**src/rtl/serial_subtractor_ctrl.sv**
```systemverilog
// Bit-serial unsigned subtractor: a single borrow-chained 1-bit cell computes minuend - subtrahend LSB first.
// Optional build macro SERIAL_SUB_SAT_EN clamps a borrowing result to zero (saturating subtract).
module serial_subtractor_ctrl #(
  parameter int unsigned WIDTH = 8
) (
  input  logic             clk,
  input  logic             rst,
  input  logic             start,
  input  logic [WIDTH-1:0] minuend,
  input  logic [WIDTH-1:0] subtrahend,
  output logic             busy,
  output logic             done,
  output logic [WIDTH-1:0] diff,
  output logic             outborrow
);

  localparam int unsigned CNT_W = $clog2(WIDTH) + 1;

  typedef enum logic [1:0] {
    S_IDLE  = 2'd0,
    S_SHIFT = 2'd1,
    S_DONE  = 2'd2
  } state_t;

  state_t r_state;
  state_t w_state_nxt;

  logic [WIDTH-1:0] r_m;
  logic [WIDTH-1:0] r_s;
  logic [WIDTH-1:0] r_res;
  logic [WIDTH-1:0] r_diff;
  logic [CNT_W-1:0] r_cnt;
  logic             r_bin;
  logic             r_outborrow;
  logic             r_busy;
  logic             r_done;

  logic             w_hs1_d;
  logic             w_hs1_b;
  logic             w_hs2_b;
  logic             w_d;
  logic             w_bout;
  logic             w_last;
  logic [WIDTH-1:0] w_res_nxt;
  logic [WIDTH-1:0] w_diff_fin;

  // One-bit subtract cell: two cascaded half subtractors, borrows ORed
  assign w_hs1_d = r_m[0] ^ r_s[0];
  assign w_hs1_b = ~r_m[0] & r_s[0];
  assign w_d     = w_hs1_d ^ r_bin;
  assign w_hs2_b = ~w_hs1_d & r_bin;
  assign w_bout  = w_hs1_b | w_hs2_b;

  assign w_last    = (r_cnt == CNT_W'(WIDTH - 1));
  assign w_res_nxt = {w_d, r_res[WIDTH-1:1]};

`ifdef SERIAL_SUB_SAT_EN
  assign w_diff_fin = w_bout ? '0 : w_res_nxt;
`else
  assign w_diff_fin = w_res_nxt;
`endif

  // State register
  always_ff @(posedge clk) begin
    if (rst) begin
      r_state <= S_IDLE;
    end else begin
      r_state <= w_state_nxt;
    end
  end

  // Next-state logic
  always_comb begin
    w_state_nxt = r_state;
    case (r_state)
      S_IDLE:  if (start) w_state_nxt = S_SHIFT;
      S_SHIFT: if (w_last) w_state_nxt = S_DONE;
      S_DONE:  w_state_nxt = S_IDLE;
      default: w_state_nxt = S_IDLE;
    endcase
  end

  // Operand/result shifting, borrow and counter; results publish only on DONE entry
  always_ff @(posedge clk) begin
    if (rst) begin
      r_m         <= '0;
      r_s         <= '0;
      r_res       <= '0;
      r_bin       <= 1'b0;
      r_cnt       <= '0;
      r_diff      <= '0;
      r_outborrow <= 1'b0;
    end else begin
      case (r_state)
        S_IDLE: begin
          if (start) begin
            r_m   <= minuend;
            r_s   <= subtrahend;
            r_res <= '0;
            r_bin <= 1'b0;
            r_cnt <= '0;
          end
        end
        S_SHIFT: begin
          r_m   <= r_m >> 1;
          r_s   <= r_s >> 1;
          r_res <= w_res_nxt;
          r_bin <= w_bout;
          r_cnt <= r_cnt + CNT_W'(1);
          if (w_last) begin
            r_diff      <= w_diff_fin;
            r_outborrow <= w_bout;
          end
        end
        default: begin
        end
      endcase
    end
  end

  // Registered handshake outputs, derived from the upcoming state
  always_ff @(posedge clk) begin
    if (rst) begin
      r_busy <= 1'b0;
      r_done <= 1'b0;
    end else begin
      r_busy <= (w_state_nxt != S_IDLE);
      r_done <= (w_state_nxt == S_DONE);
    end
  end

  assign busy      = r_busy;
  assign done      = r_done;
  assign diff      = r_diff;
  assign outborrow = r_outborrow;

endmodule

```
**config.mk**
```make
export PLATFORM = sky130hd
export DESIGN_NAME = serial_subtractor_ctrl
export DESIGN_NICKNAME = d
export VERILOG_FILES = /design/src/rtl/serial_subtractor_ctrl.sv
export SDC_FILE = /design/constraint.sdc
export NUM_CORES = 1
export LEC_CHECK = 0
export CORE_MARGIN = 10
export CORE_UTILIZATION = 40
export DETAILED_ROUTE_END_ITERATION = 10
export PLACE_DENSITY = 0.71
export RECOVER_POWER = 50
export SYNTH_ARGS = -nofsm -noshare
export SYNTH_HDL_FRONTEND = slang
export SYNTH_SLANG_ARGS = --single-unit
```
**constraint.sdc**
```tcl
create_clock -name clk -period 1.59 [get_ports clk]
set_input_delay 0.318 -clock clk [delete_from_list [all_inputs] [get_ports clk]]
set_output_delay 0.318 -clock clk [all_outputs]
set_load 0.01 [all_outputs]
```
==> run_results.csv <==
group,metric,value,unit
floorplan,chipWidth,83.1,µm
critical_path,startpoint,"diff[1]",
layout,n_antenna_cell,0,
floorplan,core,3740,µm²
outcome,status,"finished clean",
critical_path,cp_slowest_cell,"clkdlybuf4s50_1",
grt,overflow,0,
layout,ff_latch_area,821,µm²
synthesis,synth_area_leaders,"dfxtp_1, a21oi_1, o22ai_1, a22oi_1, o21ai_0",
critical_path,r2r-start,"r_cnt[0]",
grt,grt_pass1_wl,6490,µm
floorplan,die_area,6910,µm²
grt,grt_pass1_vias,1350,
layout,instances_no_fill,251,
synthesis,ys_seq_elements,41,
synthesis,synthArstFlopShare,0,
critical_path,critPathKind,"register to output port",
sta,worstMarginPinSlew,640,ps
clock_tree,cts.repair.resized,0,
synthesis,synth_top_area_frac,0.515,
critical_path,path_cells,"clkdlybuf4s50_1",
placement,dp_cells,243,
synthesis,yosys_most_used_dff,"dfxtp_1",
grt,grt_max_degree,25,
clock_tree,post-cts-setup-buffers,0,
routing,viasPerCell,5.71,
sta,skew,6.58,ps
critical_path,r2r_end,"diff[5]",
power,power_density,1050,nW/µm²
critical_path,cp_top_family,"buffers and inverters",
synthesis,ys_warn_count,0,
critical_path,worstRegToRegCells,4,
clock_tree,path_clk_slew,80,ps
synthesis,synth_cell_types,33,
sta,hold_viol_final,0,
grt,grt.total_usage,0.111,
synthesis,yosysTopAreaCell,"dfxtp_1",
critical_path,critPathCaptureType,"output port",
synthesis,synth.most_common_cell,"dfxtp_1",
critical_path,cpPeakStageDelay,560,ps
placement,dp_hpwl,2640,µm
routing,drt_first_pass_iters,4,
clock_tree,clk_latency,290,ps
critical_path,worst-path-stages,1,
critical_path,crit_buf_inv,1,
routing,drtIter0Drc,131,
synthesis,mappedNetlistArea,1590,µm²
power,power,2.18,mW
sta,holdWs,467,ps
floorplan,pin_count,30,
critical_path,cp_data_arrival_time,1200,ps
critical_path,worst_setup_path_start_kind,"register",
synthesis,synth_commonest_cells,"dfxtp_1, a21oi_1, o21ai_0, o22ai_1, nor2_1",
sta,period_needed,1520,ps
synthesis,synth_edf_count,0,
floorplan,die_h,83.1,µm
routing,drtAntennaViolNets,0,
clock_tree,root_buffer,"clkbuf_8",
layout,drive_above_1_share,0.123,
sta,maxSlewHeadroom,0.573,
layout,fin_util,0.553,
layout,multiInputGateArea,694,µm²
flow_run,cap_viol_max_count,0,
clock_tree,cts_htree_levels,2,
critical_path,critPathCapture,"diff[1]",
sta,fin_crit_sh,0.956,
clock_tree,hold_buffers,0,
sta,rsz0062_at_grt,"no",
floorplan,num_rows,22,
routing,wl_per_cell,15.4,µm
routing,drc,0,
synthesis,syn_inst,171,
routing,wl,3860,µm
clock_tree,cts.sinks,41,
placement,place.gp.congestion,0.791,
sta,tns,0,ps
power,p_leak,0.769,nW
synthesis,syn_nets,192,
sta,maxSlewViolCount,0,
critical_path,required,1270,ps
critical_path,crit_fanout,2,
placement,port_buffers,29,
synthesis,ys_seq_area_frac,0.515,
floorplan,start_util,0.426,
critical_path,r2r_setup_slack,180,ps
synthesis,syn_avg_cell_area,9.32,µm²
clock_tree,cts_max_path_buffers,2,
sta,setup_viol,0,
clock_tree,cts_tree,"done",
layout,fillers,354,
clock_tree,cts_made_buffers,5,
sta,max_freq,658,MHz
layout,num-nets-final,223,
routing,dr_total_vias,1433,
grt,grt_antenna_before_repair,0,
power,peakVddDrop,511,µV
layout,syn_to_final_growth,29.9,%
worst_hold_path,holdCritPathClass,"register to register",
==> worst min path at each step <==
stage | from | end | slack (ps) | cells past startpoint
2_1_floorplan | r_res[1] | diff[0] | 450 | 2
6_report | diff[0] | diff[0] | 470 | 2
3_5_place_dp | diff[0] | diff[0] | 460 | 2
3_3_place_gp | diff[0] | diff[0] | 450 | 2
4_1_cts | diff[0] | diff[0] | 470 | 2
5_1_grt | diff[0] | diff[0] | 520 | 2
==> cell families (layout without fill, tap and decap cells) <==
family,count (synthesis),count (layout),synth area share
mux,1,1,0.00628
buf+inv,18,50,0.0494
compound gates,74,74,0.294
flops,41,41,0.515
fa+ha+maj,2,2,0.0204
simple gates,35,35,0.115
==> sequential cells by signal (all words and copies together) (netlist names) <==
name / cells
r_res: 7
diff: 8
r_s: 8
r_m: 8
outborrow: 1
done: 1
r_cnt: 4
busy: 1
r_bin: 1
r_state: 2
==> area by class of cell <==
cell class / count / area share
tap: 48 / 0.0290
clock buffer: 7 / 0.0417
sequential: 41 / 0.396
inverter: 5 / 0.00906
clock inverter: 1 / 0.0145
timing repair buffer: 37 / 0.174
multi-input combinational: 112 / 0.335
==> placed cells by master (no fill, tap or decap), types with 2 or more instances in the layout <==
cell / n
nand3_1: 2
clkdlybuf4s50_1: 28
a21oi_1: 22
a31o_2: 7
nor3_1: 2
nand2b_1: 8
a22oi_1: 10
nand2_1: 2
o21ai_0: 14
and3_1: 2
nor2_1: 13
clkbuf_8: 6
o22ai_1: 14
dfxtp_1: 41
inv_1: 4
buf_4: 6
==> layer usage <==
layer / share of wire / wire length (µm) / vias to the layer above / GRT usage
li1: - / - / 689 / -
met3: 0.062 / 238 / 8 / 0.0332
met5: 0 / 0 / - / 0
met2: 0.46 / 1780 / 45 / 0.166
met1: 0.45 / 1730 / 691 / 0.137
met4: 0.027 / 106 / 0 / 0.0677
==> report_power, final <==
group	switching, mW	internal [mW]
registers	0.0266	1.07
logic	0.109	0.112
clock network	0.352	0.512
total	0.487	1.69
==> through the flow <==
stage	cell area [µm²]	setup WS, ps
finish	2070	70.8
global route	2070	29.7
CTS	2070	65.3
detailed placement	1960	-54.3
global placement	1960	7.69
floorplan	1590	222
Note: power is estimated with default switching activity, not from simulation.
